$ cat src/rtl/mem_arbiter.sv
`timescale 1ns/1ps
// mem_arbiter: merges the core's fetch port (imem_*) and load/store port
// (dmem_*) onto one memory port, one transaction at a time.
//
// Ports
//   clk, rst_n                 clock (rising edge), async active-low reset
//   imem_addr/rmask            fetch request (request when rmask != 0)
//   imem_rdata/resp            fetch data, one-cycle completion pulse
//   dmem_addr/rmask/wmask/wdata load/store request (store wins if both masks set)
//   dmem_rdata/resp            load data (unchanged by stores), completion pulse
//   mem_addr/read/write/wmask/wdata  registered memory request, held until mem_resp
//   mem_rdata/resp             memory read data and one-cycle completion
//
// Parameter
//   STARVE_MAX  consecutive dmem grants allowed while imem waits (1..15),
//               fixed-priority build only.
//
// Build option
//   MEM_ARB_RR_EN  round-robin arbitration on ties instead of dmem priority
//                  with a starvation counter.
//
// All outputs come straight from flops; there is no input-to-output
// combinational path.

module mem_arbiter #(
    parameter int unsigned STARVE_MAX = 4
) (
    input  logic        clk,
    input  logic        rst_n,
    input  logic [31:0] imem_addr,
    input  logic [3:0]  imem_rmask,
    output logic [31:0] imem_rdata,
    output logic        imem_resp,
    input  logic [31:0] dmem_addr,
    input  logic [3:0]  dmem_rmask,
    input  logic [3:0]  dmem_wmask,
    input  logic [31:0] dmem_wdata,
    output logic [31:0] dmem_rdata,
    output logic        dmem_resp,
    output logic [31:0] mem_addr,
    output logic        mem_read,
    output logic        mem_write,
    output logic [3:0]  mem_wmask,
    output logic [31:0] mem_wdata,
    input  logic [31:0] mem_rdata,
    input  logic        mem_resp
);

    typedef enum logic [1:0] {
        IDLE   = 2'd0,
        BUSY_I = 2'd1,
        BUSY_D = 2'd2,
        RESP   = 2'd3
    } state_e;

    state_e      state_q, state_d;
    logic [31:0] mem_addr_q, mem_addr_d;
    logic        mem_read_q, mem_read_d;
    logic        mem_write_q, mem_write_d;
    logic [3:0]  mem_wmask_q, mem_wmask_d;
    logic [31:0] mem_wdata_q, mem_wdata_d;
    logic [31:0] imem_rdata_q, imem_rdata_d;
    logic        imem_resp_q, imem_resp_d;
    logic [31:0] dmem_rdata_q, dmem_rdata_d;
    logic        dmem_resp_q, dmem_resp_d;

`ifdef MEM_ARB_RR_EN
    // 1: imem won last, 0: dmem won last (reset value, so imem wins first tie)
    logic        last_grant_q, last_grant_d;
`else
    logic [3:0]  starve_cnt_q, starve_cnt_d;
`endif

    logic imem_req, dmem_req, dmem_is_wr;
    logic grant_i, grant_d;

    assign imem_req   = |imem_rmask;
    assign dmem_req   = (|dmem_rmask) | (|dmem_wmask);
    assign dmem_is_wr = |dmem_wmask;

`ifdef MEM_ARB_RR_EN
    assign grant_i = imem_req && (!dmem_req || !last_grant_q);
`else
    // Counter never passes STARVE_MAX: once equal, a waiting imem wins and clears it.
    assign grant_i = imem_req && (!dmem_req || starve_cnt_q == 4'(STARVE_MAX));
`endif
    assign grant_d = dmem_req && !grant_i;

    always_comb begin
        state_d      = state_q;
        mem_addr_d   = mem_addr_q;
        mem_read_d   = mem_read_q;
        mem_write_d  = mem_write_q;
        mem_wmask_d  = mem_wmask_q;
        mem_wdata_d  = mem_wdata_q;
        imem_rdata_d = imem_rdata_q;
        dmem_rdata_d = dmem_rdata_q;
        imem_resp_d  = 1'b0;
        dmem_resp_d  = 1'b0;
`ifdef MEM_ARB_RR_EN
        last_grant_d = last_grant_q;
`else
        starve_cnt_d = starve_cnt_q;
`endif
        case (state_q)
            IDLE: begin
                if (grant_i) begin
                    mem_addr_d  = {imem_addr[31:2], 2'b00};
                    mem_read_d  = 1'b1;
                    mem_write_d = 1'b0;
                    mem_wmask_d = 4'h0;
                    mem_wdata_d = 32'h0;
                    state_d     = BUSY_I;
`ifdef MEM_ARB_RR_EN
                    last_grant_d = 1'b1;
`else
                    starve_cnt_d = 4'd0;
`endif
                end else if (grant_d) begin
                    mem_addr_d  = {dmem_addr[31:2], 2'b00};
                    mem_read_d  = !dmem_is_wr;
                    mem_write_d = dmem_is_wr;
                    mem_wmask_d = dmem_wmask;
                    mem_wdata_d = dmem_wdata;
                    state_d     = BUSY_D;
`ifdef MEM_ARB_RR_EN
                    last_grant_d = 1'b0;
`else
                    if (imem_req) starve_cnt_d = starve_cnt_q + 4'd1;
`endif
                end
            end
            BUSY_I: begin
                if (mem_resp) begin
                    imem_rdata_d = mem_rdata;
                    imem_resp_d  = 1'b1;
                    mem_read_d   = 1'b0;
                    mem_write_d  = 1'b0;
                    state_d      = RESP;
                end
            end
            BUSY_D: begin
                if (mem_resp) begin
                    // stores leave the load data register untouched
                    if (!mem_write_q) dmem_rdata_d = mem_rdata;
                    dmem_resp_d = 1'b1;
                    mem_read_d  = 1'b0;
                    mem_write_d = 1'b0;
                    state_d     = RESP;
                end
            end
            // Core inputs still show the finished request here; ignore them.
            RESP:    state_d = IDLE;
            default: state_d = IDLE;
        endcase
    end

    always_ff @(posedge clk or negedge rst_n) begin
        if (!rst_n) begin
            state_q      <= IDLE;
            mem_addr_q   <= 32'h0;
            mem_read_q   <= 1'b0;
            mem_write_q  <= 1'b0;
            mem_wmask_q  <= 4'h0;
            mem_wdata_q  <= 32'h0;
            imem_rdata_q <= 32'h0;
            imem_resp_q  <= 1'b0;
            dmem_rdata_q <= 32'h0;
            dmem_resp_q  <= 1'b0;
`ifdef MEM_ARB_RR_EN
            last_grant_q <= 1'b0;
`else
            starve_cnt_q <= 4'd0;
`endif
        end else begin
            state_q      <= state_d;
            mem_addr_q   <= mem_addr_d;
            mem_read_q   <= mem_read_d;
            mem_write_q  <= mem_write_d;
            mem_wmask_q  <= mem_wmask_d;
            mem_wdata_q  <= mem_wdata_d;
            imem_rdata_q <= imem_rdata_d;
            imem_resp_q  <= imem_resp_d;
            dmem_rdata_q <= dmem_rdata_d;
            dmem_resp_q  <= dmem_resp_d;
`ifdef MEM_ARB_RR_EN
            last_grant_q <= last_grant_d;
`else
            starve_cnt_q <= starve_cnt_d;
`endif
        end
    end

    assign mem_addr   = mem_addr_q;
    assign mem_read   = mem_read_q;
    assign mem_write  = mem_write_q;
    assign mem_wmask  = mem_wmask_q;
    assign mem_wdata  = mem_wdata_q;
    assign imem_rdata = imem_rdata_q;
    assign imem_resp  = imem_resp_q;
    assign dmem_rdata = dmem_rdata_q;
    assign dmem_resp  = dmem_resp_q;

    // Byte-offset bits are dropped on purpose (memory is word addressed).
    logic unused_bits;
`ifdef MEM_ARB_RR_EN
    assign unused_bits = ^{imem_addr[1:0], dmem_addr[1:0], 4'(STARVE_MAX)};
`else
    assign unused_bits = ^{imem_addr[1:0], dmem_addr[1:0]};
`endif

endmodule

$ cat config.mk
export PLATFORM = sky130hd
export DESIGN_NAME = mem_arbiter
export DESIGN_NICKNAME = d
export VERILOG_FILES = /design/src/rtl/mem_arbiter.sv
export SDC_FILE = /design/constraint.sdc
export NUM_CORES = 1
export LEC_CHECK = 0
export BUFFER_PORTS_ARGS = -buffer_cell sky130_fd_sc_hd__clkbuf_2
export CAP_MARGIN = 20
export CORE_ASPECT_RATIO = 0.8
export CORE_MARGIN = 2
export CORE_UTILIZATION = 46
export DETAILED_ROUTE_END_ITERATION = 8
export GPL_TIMING_DRIVEN = 0
export PLACE_DENSITY = 0.8
export RECOVER_POWER = 100
export SLEW_MARGIN = 5
export SYNTH_ARGS = -nofsm -noshare
export SYNTH_HDL_FRONTEND = slang
export SYNTH_SLANG_ARGS = --single-unit
$ cat constraint.sdc
create_clock -name clk -period 2.1 [get_ports clk]
set_clock_uncertainty 0.05 [all_clocks]
set_input_delay 0.21 -clock clk [delete_from_list [all_inputs] [get_ports clk]]
set_output_delay 0.21 -clock clk [all_outputs]
set_load 0.005 [all_outputs]
==> run metrics <==
status=finished, final reports clean; Peak VDD IR=around 0.00063 V; setup bufs post-CTS=0; Pleak=a little under 4 nW; HPWL after DPL=10400 um; maximum clock frequency=0.500 GHz; Mapped Avg Cell Area=14.8 um^2; Max-Slew Margin vs Limit=roughly 19%; fillers=just over 900; ys flop type=dfrtp_1; hold crit path type=primary input to register; pin count of the biggest net entering global routing=93; row count=36; Overflow after GRT=0; mapped cell area=0.00567 mm^2; area of the die=0.0132 mm^2; fin crit share=95.3%; Die W=128 um; Finished Core Util=69.5%; CTS HTree Levels=4; clock sinks=140; share of cells above drive strength 1=41.5%; gr usage total=about a quarter; CTS tree=yes; final RePlAce weighted congestion=0.841; sequential cell area fraction in the yosys report=between 60 and 70%; Mapped Cells=384; Setup Viol. Count Final=0; Fin Hold WS=0.0150 ns; Starting Density=46.8%; Layout Area Growth over Synthesis=48.4%; fin nets=903; CTS buffer count=17; die height=~100 um; Pwr per Cell Area=about 1400 mW/mm^2; Skew-Pair Late Insertion Delay=between 0.4 and 0.5 ns; Ys Warns=0; dominant cells by area after synthesis=dfrtp_1 62%, mux2_2 12%, o221a_2 6.0%; Worst Setup End Kind=register; initial antenna violation count=0; placed insts=slightly above 800; crit path launch type=register; Setup TNS=0 ns; Port Buffer Count=approximately 270; fraction of registers with async set/reset=100%; RSZ-0062 raised after global routing=false; Remaining DRCs=0; Via-to-Cell Ratio=5.05; antenna viol nets, final=0; fin cells=a little over 900; vias in the first global route=4841; total power=12.1 mW; Synth area leader=dfrtp_1; DRT Wirelength=15300 um; global-route wire length before repair=23600 um; Final Hold Vio Count=0; Starting DRT DRC Count=around 200; largest buffer count on any clock path=2; top cell type's share of synthesized area=61.7%; num ports=approximately 280; Final min period=2.00 ns; Post-synth EDFFs=0; Req. time, crit path=2.35 ns; CP peak stage delay=slightly above 0.5 ns; number of max-cap violations=0; slowest cell on the critical path=o41ai_4; Synth cell types=40; Initial DRT Pass Iterations=5; fin. max-slew vios=0; core area=0.0121 mm^2; Most common cell on crit path=inv_1; Avg WL per Cell=16.7 um; n_diodes=0; crit path DAT=2.25 ns; Yosys reg bits=140; Setup Crit Path Kind=register to register; met2 WL=8380 um; met3 wire len=720 um; Worst-path clk slew=around 0.060 ns; top layer in use=met4; crit-path max FO=6; WL met1=5940 um; DR vias=between 4000 and 5000; Clock Tree Root=clkbuf_16; Worst Tran Pin Value=1.21 ns; Cell Chain, Critical Path=inv_1, ha_2, inv_1, o41ai_4, nor2_1, mux2_2
## Yosys cell counts, types with 3 or more instances
| library cell | n |
|---|---|
| nand2_1 | 6 |
| buf_6 | 5 |
| nor2_1 | 4 |
| buf_1 | 6 |
| o21ai_0 | 5 |
| or2b_1 | 16 |
| o221a_2 | 30 |
| buf_2 | 5 |
| mux2_2 | 61 |
| nand2b_1 | 16 |
| mux2_1 | 4 |
| a22o_1 | 36 |
| ha_1 | 7 |
| or4_1 | 3 |
| dfrtp_1 | 140 |
| inv_1 | 6 |
| clkbuf_1 | 8 |
## state kept, by name, summed over array words and instances, names as in the netlist
register	flops
mem_addr	30
imem_rdata	32
dmem_resp	1
mem_write	1
dmem_rdata	32
state_q	2
starve_cnt_q	4
mem_wdata	32
mem_wmask	4
imem_resp	1
mem_read	1
## metal layers
layer / track usage, % / vias up
li1: - / 2169
met4: 9.97 / 0
met5: 0 / -
met3: 6.07 / 25
met1: 26.0 / 2278
met2: 43.0 / 168
## power by group
| group | internal, mW | switching, mW |
|---|---|---|
| Combinational | 2.54 | 2.10 |
| Clock | 1.59 | 1.06 |
| Sequential | 4.05 | 0.764 |
| Total | 8.18 | 3.92 |
## critical path: cells and delay by family (launching register included)
family                   cells  cell delay [ns]
flip-flops                   1             0.40
buffers and inverters        2             0.27
multiplexers                 1             0.28
AO/OA/AOI/OAI                1             0.51
adder cells (fa/ha/maj)      1             0.28
AND/OR/NAND/NOR              1             0.10
## cell usage in the layout, fill, tap and decap left out, drive strengths merged
cell / netlist / layout
clkbuf: 8 / 310
and2: 1 / 1
a32o: 1 / 1
clkinv: 0 / 5
o41ai: 3 / 3
o221a: 31 / 31
conb: 1 / 2
and3: 1 / 1
nand3: 1 / 1
ha: 7 / 7
o31ai: 2 / 2
dfrtp: 140 / 140
nor3: 1 / 1
dlygate4sd3: 0 / 76
a21o: 1 / 1
buf: 19 / 15
nand2: 6 / 6
a22o: 36 / 36
clkinvlp: 0 / 2
nor2b: 1 / 1
nand3b: 1 / 1
o22ai: 1 / 1
or3: 1 / 1
a21oi: 2 / 2
nor4b: 1 / 1
nor2: 4 / 4
nor4: 1 / 1
a2bb2oi: 1 / 1
o21ai: 6 / 6
nand2b: 16 / 16
or2b: 16 / 16
inv: 6 / 6
mux2: 65 / 65
or4: 3 / 3
## metrics by stage
| step | setup WS [ns] | instance area [um^2] |
|---|---|---|
| floorplan | 0.215 | 5680 |
| global placement | -1.27 | 7230 |
| detailed placement | -0.157 | 7270 |
| CTS | 0.0311 | 8560 |
| global route | 0.00286 | 8420 |
| finish | 0.0994 | 8420 |
## final cells by class
cell class / count / area, um^2 / area share, %
sequential: 140 / 3500 / 41.6
inverter: 6 / 22.5 / 0.267
clock buffer: 25 / 485 / 5.77
timing repair buffer: 349 / 2020 / 23.9
clock inverter: 7 / 40.0 / 0.475
multi-input combinational: 212 / 1990 / 23.7
tap: 152 / 190 / 2.26
buffer: 27 / 170 / 2.02
## repair_timing
action	CTS	global route
endpoints found under the hold margin	152	0
hold buffers	76	0
resized for setup	4	12
endpoints found under the setup margin	60	60
## path summary, 6_finish.rpt
check / from / end / slack (ns) / depth (start not counted)
setup / recovery: state_q[0] / mem_read / 0.1 / 6
max in group asynchronous: rst_n / mem_addr[6] / 0.34 / 3
hold / removal: imem_addr[10] / mem_addr[10] / 0.02 / 2
min in group asynchronous: rst_n / dmem_rdata[28] / 0.58 / 2
setup reg to reg: state_q[0] / mem_read / 0.1 / 6
hold reg to reg: dmem_rdata[5] / dmem_rdata[5] / 0.45 / 1
## kinds of logic after synthesis
family / synth area share (%)
DFF: 61.7
AOI/OAI and AO/OA: 14.5
muxes: 12.9
and+or+nand+nor: 5.95
buffers and inverters: 3.29
adders and majority gates: 1.54
other: 0.0661
(Power assumes the default switching activity.)
